--- src/rtl/button_reader.sv ---
// button_reader: reads one active-low pushbutton on the 100 MHz clock.
// The raw pin is synchronised with two flops and then debounced. The block
// reports a clean held level and one-cycle press, release and long-press
// pulses, and keeps a wrapping count of accepted presses.
module button_reader #(
    parameter int DEBOUNCE_CYCLES = 1_000_000,
    parameter int LONG_CYCLES     = 100_000_000,
    parameter int CNT_W           = 8
) (
    input  logic             CLOCK_100Mhz,
    input  logic             reset,
    input  logic             KEY_n,
    output logic             pressed,
    output logic             press_pulse,
    output logic             release_pulse,
    output logic             long_pulse,
    output logic [CNT_W-1:0] press_count
);

    localparam int DB_W   = $clog2(DEBOUNCE_CYCLES);
    localparam int HOLD_W = $clog2(LONG_CYCLES + 1);

    // The raw sample that moves the FSM out of IDLE or HELD is already the
    // first stable sample, so the debounce timer starts at 1. Acceptance then
    // happens on the DEBOUNCE_CYCLES-th consecutive stable sample of raw,
    // which is DEBOUNCE_CYCLES edges after raw first shows the new level.
    localparam logic [DB_W-1:0]   DB_FIRST  = DB_W'(1);
    localparam logic [DB_W-1:0]   DB_LAST   = DB_W'(DEBOUNCE_CYCLES - 1);
    localparam logic [HOLD_W-1:0] HOLD_LAST = HOLD_W'(LONG_CYCLES - 1);
    localparam logic [HOLD_W-1:0] HOLD_MAX  = HOLD_W'(LONG_CYCLES);

    typedef enum logic [1:0] {
        IDLE,
        DB_PRESS,
        HELD,
        DB_RELEASE
    } state_t;

    state_t              state;
    logic                s1;
    logic                s2;
    logic                raw;
    logic [DB_W-1:0]     db_cnt;
    logic [HOLD_W-1:0]   hold_cnt;
    logic                long_done;
    logic                hold_active;
    logic                long_hit;

    // Two-flop synchroniser; both stages rest at the released level.
    always_ff @(posedge CLOCK_100Mhz) begin
        if (!reset) begin
            s1 <= 1'b1;
            s2 <= 1'b1;
        end else begin
            s1 <= KEY_n;
            s2 <= s1;
        end
    end

    // Active-high view of the synchronised button.
    assign raw = ~s2;

    // The hold timer runs whenever the button is accepted as held, which
    // includes the release-debounce window, so a long press can still land
    // while a release is being debounced.
    always_comb begin
        hold_active = (state == HELD) || (state == DB_RELEASE);
        long_hit    = hold_active && (hold_cnt == HOLD_LAST) && !long_done;
    end

    // Debounce FSM with the hold timer and all registered outputs.
    always_ff @(posedge CLOCK_100Mhz) begin
        if (!reset) begin
            state         <= IDLE;
            db_cnt        <= '0;
            hold_cnt      <= '0;
            long_done     <= 1'b0;
            pressed       <= 1'b0;
            press_pulse   <= 1'b0;
            release_pulse <= 1'b0;
            long_pulse    <= 1'b0;
            press_count   <= '0;
        end else begin
            press_pulse   <= 1'b0;
            release_pulse <= 1'b0;
            long_pulse    <= 1'b0;

            if (hold_active) begin
                if (hold_cnt < HOLD_MAX) begin
                    hold_cnt <= hold_cnt + HOLD_W'(1);
                end
                if (long_hit) begin
                    long_pulse <= 1'b1;
                    long_done  <= 1'b1;
                end
            end

            case (state)
                IDLE: begin
                    if (raw) begin
                        state  <= DB_PRESS;
                        db_cnt <= DB_FIRST;
                    end
                end
                DB_PRESS: begin
                    if (!raw) begin
                        state <= IDLE;
                    end else if (db_cnt == DB_LAST) begin
                        state       <= HELD;
                        pressed     <= 1'b1;
                        press_pulse <= 1'b1;
                        press_count <= press_count + CNT_W'(1);
                        hold_cnt    <= '0;
                        long_done   <= 1'b0;
                    end else begin
                        db_cnt <= db_cnt + DB_W'(1);
                    end
                end
                HELD: begin
                    if (!raw) begin
                        state  <= DB_RELEASE;
                        db_cnt <= DB_FIRST;
                    end
                end
                DB_RELEASE: begin
                    if (raw) begin
                        // Bounce: back to held, hold timer keeps running.
                        state <= HELD;
                    end else if (db_cnt == DB_LAST) begin
                        state         <= IDLE;
                        pressed       <= 1'b0;
                        release_pulse <= 1'b1;
                    end else begin
                        db_cnt <= db_cnt + DB_W'(1);
                    end
                end
                default: begin
                    state <= IDLE;
                end
            endcase
        end
    end

endmodule

--- config.mk ---
export PLATFORM = sky130hd
export DESIGN_NAME = button_reader
export DESIGN_NICKNAME = d
export VERILOG_FILES = /design/src/rtl/button_reader.sv
export SDC_FILE = /design/constraint.sdc
export NUM_CORES = 1
export LEC_CHECK = 0
export BUFFER_PORTS_ARGS = -buffer_cell sky130_fd_sc_hd__buf_4
export CAP_MARGIN = 10
export CELL_PAD_IN_SITES_DETAIL_PLACEMENT = 1
export CELL_PAD_IN_SITES_GLOBAL_PLACEMENT = 2
export CORE_MARGIN = 2
export CORE_UTILIZATION = 30
export DETAILED_ROUTE_END_ITERATION = 16
export PLACE_DENSITY = 0.71
export SLEW_MARGIN = 20
export SYNTH_ARGS = -nofsm -noshare
export SYNTH_HDL_FRONTEND = slang
export SYNTH_SLANG_ARGS = --single-unit
--- constraint.sdc ---
create_clock -name CLOCK_100Mhz -period 3.3 [get_ports CLOCK_100Mhz]
set_input_delay 0.66 -clock CLOCK_100Mhz [delete_from_list [all_inputs] [get_ports CLOCK_100Mhz]]
set_output_delay 0.66 -clock CLOCK_100Mhz [all_outputs]
set_load 0.01 [all_outputs]
==> impl_results.md, run 1 <==
* Outcome: complete, no violations
* Global-route wire length before repair at 13700 um
* Chip height at 106 um
* Grt ovf at 0
* Drt pass-1 iters at 4
* CORE AREA at 10200 sq um
* Initial Util at 30.4%
* Synth-to-Final Area Change at 13.8%
* Buffers on Ports at 14
* Lkg Pwr at 1.19 nW
* Seq/Total Area, Yosys at 41.3%
* I/O pin total at 15
* Maximum vdd ir drop at 155 uV
* Synth Area in Compound Gates at 15.4%
* Fin. Hold Viols at 0
* Total clock sinks at 64
* Final min period at 2.51 ns
* Post-placement cell area at 3340 sq um
* Simple-Gate Fraction of Synth Area at 33.3%
* Pwr Density at 415 nW/um^2
* CTS root buffer: clkbuf_8
* Gr usage total at 15.4%
* Main combinational cell family by area after synthesis: simple AND/OR/NAND/NOR gates
* Postcts setup bufs at 0
* Crit Path Class: reg -> reg
* Worst skew pair latency at 0.34 ns
* Vias in the first global route at 2807
* Post-DP HPWL at 5580 um
* Nets at 394
* Worst Setup Start Kind: flip-flop
* Commonest cells after routing, fill and taps aside: dfxtp_1, nand2_1, nor2_1, a21oi_1, nand4_1
* Final Cycle Share at 76.0%
* Worst slew pin tran at 1.04 ns
* Placement Setup Slack at 0.873 ns
* DRC errors left at 0
* Fill cells at 1228
* Worst clock skew at 0.0100 ns
* DR iter-0 viols at 102
* Post-CTS resize count at 0
* Die Area at 11200 sq um
* FF/Latch Area at 1280 sq um
* Synth Area in Adders at 1.21%
* Clock Path Buffers at 2
* Maximum number of pins on one net before global-route repair at 33
* RSZ-0062 raised after global routing: false
* CTS tree: yes
* Mux share of post-synthesis cell area at 1.61%
* Mapped Nets at 382
* Drt wl/cell at 15.0 um
* Crit path DAT at 2.78 ns
* Initial antenna violation count at 0
* Mean post-synth cell area at 8.24 sq um
* #FFs+latches synth at 64
* Vias at 2806
* Cell count after synthesis at 376
* Hold Path Class: reg -> reg
* Die width at 106 um
* Headroom to the max-slew limit at 30.2%
* H-tree levels at 3
* CP max FO at 32
* Fin worst setup slack at 0.792 ns
* FMAX at 0.399 GHz
* Final setup TNS at 0 ns
* Slew Limit Fails at 0
* Routability cong. at 0.739
* Vias per cell at 5.30
* Mapped Area at 3100 sq um
* Num rows at 37
* ANT cells at 0
* Register clock-pin slew on the reported worst setup and hold paths at 0.07 ns
* Post-route antenna net violation count at 0
* Fin area at 3530 sq um
* Synth cell types at 45
* Synth warnings at 0
* Critical Path RT at 3.58 ns
* Area of the multi-input gates at 1730 sq um
* Final setup fails at 0
* Wirelength, routed at 7950 um
* Layout cells sized above 1 at 10.7%
* Max cap viols at 0
* Most common cell after layout, fill and taps aside: dfxtp_1
* Post-Synth XOR/XNOR Area at 4.24%
* Post-cts hold buffer count at 0
* Worst setup EP type: flip-flop
* TritonCTS buffer count at 9
==> routing by layer <==
metal	vias up	wire (um)	track usage (%)
li1	1420	-	-
met1	1355	4210	22.1
met2	22	3420	22.3
met3	9	217	3.83
met4	0	104	5.36
met5	-	0	0
==> logic make-up (layout without fill, tap and decap cells) <==
kind of cell / after synthesis / in the layout
and+or+nand+nor: 188 / 188
AOI/OAI and AO/OA: 78 / 78
DFF: 64 / 64
buffers and inverters: 23 / 40
xor gates and xnor gates: 15 / 15
muxes: 5 / 5
adders and majority gates: 3 / 3
==> cells in the mapped netlist (all sizes together) <==
master | count | area share, %
dfxtp | 64 | 41
nand2 | 40 | 4.8
a21oi | 27 | 4.4
nor2 | 27 | 3.3
nand4 | 26 | 5.2
nand3 | 22 | 3.6
o21ai | 21 | 3.4
or3 | 18 | 3.6
clkbuf | 14 | 1.7
or4 | 13 | 3.5
and3 | 12 | 2.5
o211ai | 9 | 2.2
xor2 | 9 | 2.5
nand2b | 7 | 1.4
inv | 6 | 0.73
nor3 | 6 | 0.97
xnor2 | 6 | 1.7
and2 | 5 | 1.0
mux2i | 5 | 1.6
nor4 | 5 | 1.5
a211oi | 4 | 0.97
buf | 3 | 0.40
ha | 3 | 1.2
o31ai | 3 | 0.73
a21o | 2 | 0.48
a31o | 2 | 0.57
o211a | 2 | 0.65
o21a | 2 | 0.48
o311ai | 2 | 0.57
or4b | 2 | 0.65
a21boi | 1 | 0.24
a311o | 1 | 0.32
a31oi | 1 | 0.20
a41oi | 1 | 0.28
nand3b | 1 | 0.24
nand4b | 1 | 0.28
nor3b | 1 | 0.24
nor4bb | 1 | 0.32
or2 | 1 | 0.20
==> worst max-delay path: stages, from the launching register on <==
cell and delay, ns:
dfxtp_1 0.36, nor4bb_1 0.45, a21boi_0 0.31, a21o_1 0.74, buf_4 0.31, o21ai_0 0.12
a21oi_1 0.14
==> sequential cells by signal (all words and copies together) (netlist names), named ones only <==
register       flops
db_cnt            20
hold_cnt          27
long_done          1
long_pulse         1
press_count        8
press_pulse        1
pressed            1
release_pulse      1
s1                 1
s2                 1
state              1
==> through the flow <==
step / hold slack [ns] / power [mW] / util [%] / instances
2_1_floorplan: 0.386 / 0.823 / - / 376
6_report: 0.416 / 1.46 / 34.6 / 529
5_1_grt: 0.455 / 1.54 / 34.6 / 529
3_3_place_gp: 0.389 / 0.840 / 32.8 / 513
3_5_place_dp: 0.393 / 0.841 / 32.8 / 513
4_1_cts: 0.418 / 1.50 / 34.6 / 529
==> power by group <==
part | internal (mW) | leakage, nW | total (mW) | switching (mW)
clock network | 0.334 | 0.0927 | 0.642 | 0.308
registers | 0.776 | 0.516 | 0.780 | 0.00398
logic | 0.0133 | 0.577 | 0.0416 | 0.0283
total | 1.12 | 1.19 | 1.46 | 0.340
==> path summary, 6_finish.rpt <==
check	startpoint	endpoint	slack [ns]	cells past startpoint
worst max-delay path	hold_cnt[26]	hold_cnt[19]	0.79	6
worst min-delay path	s1	s2	0.42	1
worst max register to register	hold_cnt[26]	hold_cnt[19]	0.79	6
worst min register to register	s1	s2	0.42	1
==> cell type report <==
cell class | instances | share of cell area [%]
inverters | 6 | 0.638
clock inverters | 2 | 0.355
multi-input cells | 289 | 49.1
repair buffers | 18 | 3.83
flip-flops and latches | 64 | 36.3
well taps | 136 | 4.82
clock buffers | 14 | 4.89
(Power assumes the default switching activity.)
==> run 2: changes to the inputs <==
--- a/config.mk
+++ b/config.mk
@@ -5,6 +5,7 @@
 export SDC_FILE = /design/constraint.sdc
 export NUM_CORES = 1
 export LEC_CHECK = 0
+export ABC_AREA = 1
 export BUFFER_PORTS_ARGS = -buffer_cell sky130_fd_sc_hd__buf_4
 export CAP_MARGIN = 10
 export CELL_PAD_IN_SITES_DETAIL_PLACEMENT = 1
@@ -12,7 +13,7 @@
 export CORE_MARGIN = 2
 export CORE_UTILIZATION = 30
 export DETAILED_ROUTE_END_ITERATION = 16
-export PLACE_DENSITY = 0.71
+export PLACE_DENSITY = 0.77
 export SLEW_MARGIN = 20
 export SYNTH_ARGS = -nofsm -noshare
 export SYNTH_HDL_FRONTEND = slang
==> constraint.sdc (replaced) <==
create_clock -name CLOCK_100Mhz -period 2.19 [get_ports CLOCK_100Mhz]
set_input_delay 0.438 -clock CLOCK_100Mhz [delete_from_list [all_inputs] [get_ports CLOCK_100Mhz]]
set_output_delay 0.438 -clock CLOCK_100Mhz [all_outputs]
set_load 0.01 [all_outputs]
==> run 2 against run 1 <==
Effect of this change:
- flip-flop and latch count stayed put
- core utilization up 0.36 points
- combinational power rose by 53%
- non-clock buffer count up 6
- largest cell class unchanged
- sequential power rose by 50%
- hold slack got worse by 0.12 ns
- critical endpoint is now db_cnt[6]
- critical path depth rose by 6
- sequential share of layout area is 7.1 points lower
- clock power grew 120%
==> impl_results.md, run 2 <==
* Maximum number of pins on one net before global-route repair at 24
* Routability cong. at 0.843
* Setup crit start: db_cnt[0]
* Largest Register: hold_cnt
* Synth-to-Final Area Change at 14.9%
* Vias in the first global route at 3596
* Crit path buffers/inverters at 3
* Initial Util at 30.5%
* Post-DP HPWL at 7920 um
* Postcts setup bufs at 0
* H-tree levels at 3
* Fin. Hold Viols at 0
* Crit Path Class: reg -> reg
* Vias at 3642
* CORE AREA at 12500 sq um
* Final Cycle Share at 87.1%
* Final min period at 1.91 ns
* Crit path DAT at 2.14 ns
* R2R Path Start: db_cnt[0]
* CTS root buffer: clkbuf_16
* HP Start: KEY_n
* Slew Limit Fails at 0
* Worst setup EP type: flip-flop
* Most frequent CP cell: nand2_1
* Synth warnings at 0
* Slowest stage delay, CP at 0.37 ns
* Wirelength, routed at 10400 um
* I/O pin total at 15
* Net Sw Power at 0.579 mW
* Number of synthesized flops with an enable pin at 0
* Outcome: complete, no violations
* ANT cells at 0
* Worst clock skew at 0.00422 ns
* Max cap viols at 0
* Top flop regs: hold_cnt (27), db_cnt (20), press_count (8)
* Post-CTS resize count at 0
* Mapped Area at 3810 sq um
* Lkg Pwr at 1.69 nW
* Synth cell types at 42
* Post-placement cell area at 4090 sq um
* Top_reg_cell synth: dfxtp_1
* FMAX at 0.524 GHz
* Cell taking the most area after synthesis: dfxtp_1
* Layout cells sized above 1 at 18.8%
* CP max FO at 21
* Cell count after synthesis at 561
* Buffers on Ports at 14
* DR iter-0 viols at 164
* #FFs+latches synth at 64
* Worst path top cell family by delay: simple AND/OR/NAND/NOR gates
* Headroom to the max-slew limit at 66.6%
* Pwr Density at 608 nW/um^2
* CP cell instances: ha_1 > inv_2 > nor2_2 > inv_2 > nor2_8 > nand3_4 > nand2_4 > inv_4 > nand2_1 > nand2_1 > nand2_1 > nor2_1
* Pint at 2.09 mW
* Post-cts hold buffer count at 0
* Mean post-synth cell area at 6.80 sq um
* Post-route antenna net violation count at 0
* Most common cell after layout, fill and taps aside: nand2_1
* Grt ovf at 0
* Drt pass-1 iters at 4
* Logic pwr share at 2.4%
* Total clock sinks at 64
* CTS tree: yes
* DRC errors left at 0
* Worst Setup Start Kind: flip-flop
* Clock Path Buffers at 2
* Mapped Nets at 567
* Hold Path Class: in -> reg
* Most common cell in the netlist: nand2_1
* Fin area at 4380 sq um
* Die width at 117 um
* Nets at 588
* Final setup TNS at 0 ns
* Final setup fails at 0
* Post-synth ARST share at 0%
* Register clock-pin slew on the reported worst setup and hold paths at 0.06 ns
* Worst slew pin tran at 0.500 ns
* Die Area at 13600 sq um
* Critical Path RT at 2.42 ns
* Vias per cell at 4.80
* Initial antenna violation count at 0
* Drt wl/cell at 13.7 um
* Sw Ratio at 21.7%
* Clock power share at 53.7%
* Global-route wire length before repair at 17500 um
* Num rows at 41
* Worst skew pair latency at 0.33 ns
* RSZ-0062 raised after global routing: false
* Sequential share of power at 43.9%
* TritonCTS buffer count at 9
* Commonest cells after routing, fill and taps aside: nand2_1, nor2_1, dfxtp_1, inv_1, nand4_1
* Maximum vdd ir drop at 363 uV
* Gr usage total at 16.4%
* Slowest CP cell: dfxtp_1
* Largest register FFs at 27
* Ranking of synthesized cells by area: dfxtp_1, nand2_1, nor2_1, inv_1, nand4_1
* Area share of the leading cell type in the synthesized netlist at 33.6%
* Chip height at 117 um
* Most common library cells after synthesis: nand2_1, nor2_1, dfxtp_1
* Seq/Total Area, Yosys at 33.6%
-- run 2: final cells by class --
type                            instances  area [sq um]
Tap cell                              172           215
Clock inverter                          4          45.0
Timing Repair Buffer                   24           180
Inverter                               78           295
Fill cell                            1612          8140
Multi-Input combinational cell        405          2120
Clock buffer                           11           243
Sequential cell                        64          1280
-- run 2: routing by layer --
layer / routed length [um] / global-route usage, % / share of wire [%] / vias to the layer above
met3: 210 / 2.34 / 2.0 / 13
met1: 5320 / 22.1 / 51 / 1743
met2: 4670 / 26.5 / 45 / 31
met4: 174 / 6.35 / 1.7 / 0
li1: - / - / - / 1855
met5: 0 / 0 / 0 / -
-- run 2: through the flow --
step / cells / power [mW] / setup WS (ns) / hold slack [ns] / utilization (%)
finish: 758 / 2.67 / 0.283 / 0.298 / 35.0
global placement: 743 / 1.26 / 0.342 / 0.400 / 32.7
floorplan: 561 / 1.25 / 0.611 / 0.393 / -
detailed placement: 743 / 1.26 / 0.266 / 0.413 / 32.7
CTS: 758 / 2.70 / 0.251 / 0.292 / 35.0
global route: 758 / 2.77 / 0.0905 / 0.305 / 35.0
-- run 2: worst reg2reg max path, cell delays in order (launching register included) --
cell and delay, ns:
dfxtp_1 0.37, ha_1 0.22, inv_2 0.08, nor2_2 0.14, inv_2 0.09, nor2_8 0.15, nand3_4 0.11, nand2_4 0.24
inv_4 0.14, nand2_1 0.13, nand2_1 0.06, nand2_1 0.06, nor2_1 0.04
-- run 2: power by group through the flow --
stage,clock network [mW],logic [mW],registers [mW]
final,1.43,0.0638,1.17
after CTS,1.46,0.0654,1.17
after global placement,0,0.0623,1.20
after detailed placement,0,0.0655,1.20
after global routing,1.53,0.0716,1.17
after floorplan,0,0.0534,1.20
-- run 2: kinds of logic (layout without fill, tap and decap cells) --
family	count (synthesis)	count (layout)	share of synthesized area, %
AND/OR/NAND/NOR	345	345	45.3
buffers and inverters	92	117	10.8
flip-flops	64	64	33.6
AO/OA/AOI/OAI	53	53	8.46
XOR/XNOR	4	4	0.919
adder cells (fa/ha/maj)	3	3	0.984
-- run 2: path summary, 6_finish.rpt --
path	to	slack, ns	cells past startpoint
worst max-delay path	db_cnt[6]	0.28	12
worst min-delay path	s1	0.30	2
worst max register to register	db_cnt[6]	0.28	12
worst min register to register	s2	0.42	1
==> run 3: changes to the inputs <==
--- a/config.mk
+++ b/config.mk
@@ -13,7 +13,7 @@
 export CORE_MARGIN = 2
 export CORE_UTILIZATION = 30
 export DETAILED_ROUTE_END_ITERATION = 16
-export PLACE_DENSITY = 0.77
+export PLACE_DENSITY_LB_ADDON = 0.15
 export SLEW_MARGIN = 20
 export SYNTH_ARGS = -nofsm -noshare
 export SYNTH_HDL_FRONTEND = slang
==> constraint.sdc (replaced) <==
create_clock -name CLOCK_100Mhz -period 2.3 [get_ports CLOCK_100Mhz]
set_input_delay 0.46 -clock CLOCK_100Mhz [delete_from_list [all_inputs] [get_ports CLOCK_100Mhz]]
set_output_delay 0.46 -clock CLOCK_100Mhz [all_outputs]
set_load 0.01 [all_outputs]
==> run 3 against run 2 <==
Effect of this change:
- highest routed layer unchanged
- core utilization is 0.56 points lower
- combinational power shrank 9.6%
- register-to-register slack improved by 0.04 ns
- critical path type unchanged
- count of clock-buffer cells in the layout grew 2
- largest power group unchanged
- clock power is 15% lower
- sequential share of layout area grew 0.48 points
- die area did not move
==> impl_results.md, run 3 (same netlist as run 2, synthesis figures left out) <==
* Outcome: complete, no violations
* R2R setup slack at 0.33 ns
* Placed cells at 738
* Logic pwr share at 2.4%
* Hold Path Class: in -> reg
* Final Cycle Share at 85.8%
* Vias per cell at 4.77
* Grt ovf at 0
* Maximum number of pins on one net before global-route repair at 24
* Initial Util at 30.5%
* CTS root buffer: clkbuf_16
* DRC errors left at 0
* Initial antenna violation count at 0
* Lkg Pwr at 1.65 nW
* Worst slew pin tran at 0.503 ns
* ANT cells at 0
* CORE AREA at 12500 sq um
* Pint at 1.87 mW
* Final setup fails at 0
* Fin. Hold Viols at 0
* Pwr Density at 555 nW/um^2
* Register clock-pin slew on the reported worst setup and hold paths at 0.05 ns
* Maximum vdd ir drop at 226 uV
* Finished Layout Cells at 752
* Critical Path RT at 2.51 ns
* Nets at 583
* Post-CTS resize count at 0
* Worst Setup Start Kind: flip-flop
* Max cap viols at 0
* Crit path DAT at 2.18 ns
* Num rows at 41
* Routability cong. at 0.808
* Total clock sinks at 64
* Post-DP HPWL at 8140 um
* Fill cells at 1622
* Buffers on Ports at 14
* Postcts setup bufs at 0
* Commonest cells after routing, fill and taps aside: nand2_1, nor2_1, dfxtp_1, inv_1, nand4_1
* Gr usage total at 16.7%
* Post-route antenna net violation count at 0
* Largest Register: hold_cnt
* Most common cell after layout, fill and taps aside: nand2_1
* Global-route wire length before repair at 17700 um
* Final min period at 1.97 ns
* I/O pin total at 15
* Sequential share of power at 46.7%
* Slew Limit Fails at 0
* DR iter-0 viols at 150
* Drt pass-1 iters at 4
* Crit Path Class: reg -> reg
* CP max FO at 23
* Largest register FFs at 27
* RSZ-0062 raised after global routing: false
* Chip height at 117 um
* Vias at 3586
* Sw Ratio at 21.7%
* Headroom to the max-slew limit at 66.4%
* Clock power share at 50.9%
* Vias in the first global route at 3484
* Die Area at 13600 sq um
* Die width at 117 um
* Synth-to-Final Area Change at 13.0%
* CTS tree: yes
* Worst clock skew at 0.00620 ns
* Final setup TNS at 0 ns
* Worst setup EP type: flip-flop
* TritonCTS buffer count at 9
* Wirelength, routed at 10500 um
* Top flop regs: hold_cnt (27), db_cnt (20), press_count (8)
* Net Sw Power at 0.518 mW
* Post-cts hold buffer count at 0
* Drt wl/cell at 14.0 um
* H-tree levels at 3
* Pwr Total at 2.39 mW
* Worst skew pair latency at 0.33 ns
* Layout cells sized above 1 at 17.6%
* FMAX at 0.507 GHz
* Clock Path Buffers at 2
run 3: cell count changes in the layout (fill, tap and decap cells not counted):
cell       before  now
buf_4          24   19
bufinv_16       1    0
clkbuf_1        1    3
clkinv_2        3    1
run 3: path summary, 6_finish.rpt:
| check | depth (start not counted) | start | endpoint |
|---|---|---|---|
| setup / recovery | 10 | db_cnt[0] | hold_cnt[13] |
| hold / removal | 2 | KEY_n | s1 |
| setup reg to reg | 10 | db_cnt[0] | hold_cnt[13] |
| hold reg to reg | 1 | s1 | s2 |
run 3: final cells by class:
type                       instances  area (sq um)  share of cell area [%]
clock inverter                     1          5.00                   0.116
clock buffer                      13           250                    5.80
timing repair buffer              19           143                    3.31
sequential                        64          1280                    29.7
multi-input combinational        405          2120                    49.2
tap                              172           215                    4.99
inverter                          78           295                    6.85
run 3: power by group through the flow:
stage / combinational [mW] / clock [mW] / sequential [mW]
finish: 0.0577 / 1.22 / 1.12
CTS: 0.0600 / 1.26 / 1.12
floorplan: 0.0508 / 0 / 1.14
global placement: 0.0575 / 0 / 1.14
global route: 0.0662 / 1.32 / 1.12
detailed placement: 0.0599 / 0 / 1.14
run 3: layer usage:
| layer | up-vias | track usage, % | wire length, um | part of all wire [%] |
|---|---|---|---|---|
| met4 | 0 | 5.65 | 123 | 1.2 |
| met2 | 31 | 25.2 | 4610 | 44 |
| li1 | 1845 | - | - | - |
| met5 | - | 0 | 0 | 0 |
| met1 | 1701 | 23.9 | 5540 | 53 |
| met3 | 9 | 2.91 | 236 | 2.2 |
run 3: worst max-delay path, stage by stage (launching register included):
cell and delay (ns):
dfxtp_1 0.37, ha_1 0.23, inv_2 0.08, nor2_2 0.15, inv_2 0.09, nor2_8 0.15, nand4_4 0.16, nand2_4 0.16
inv_2 0.22, o21ai_1 0.17, a21oi_1 0.07
run 3: metrics by stage:
step           instance area, sq um  hold WS, ns  setup slack (ns)  utilization (%)
2_1_floorplan                  3810        0.393             0.721                -
6_report                       4310        0.324             0.326             34.4
3_5_place_dp                   4060        0.405             0.285             32.4
5_1_grt                        4310        0.330            0.0973             34.4
3_3_place_gp                   4060        0.402             0.423             32.4
4_1_cts                        4310        0.312             0.270             34.4
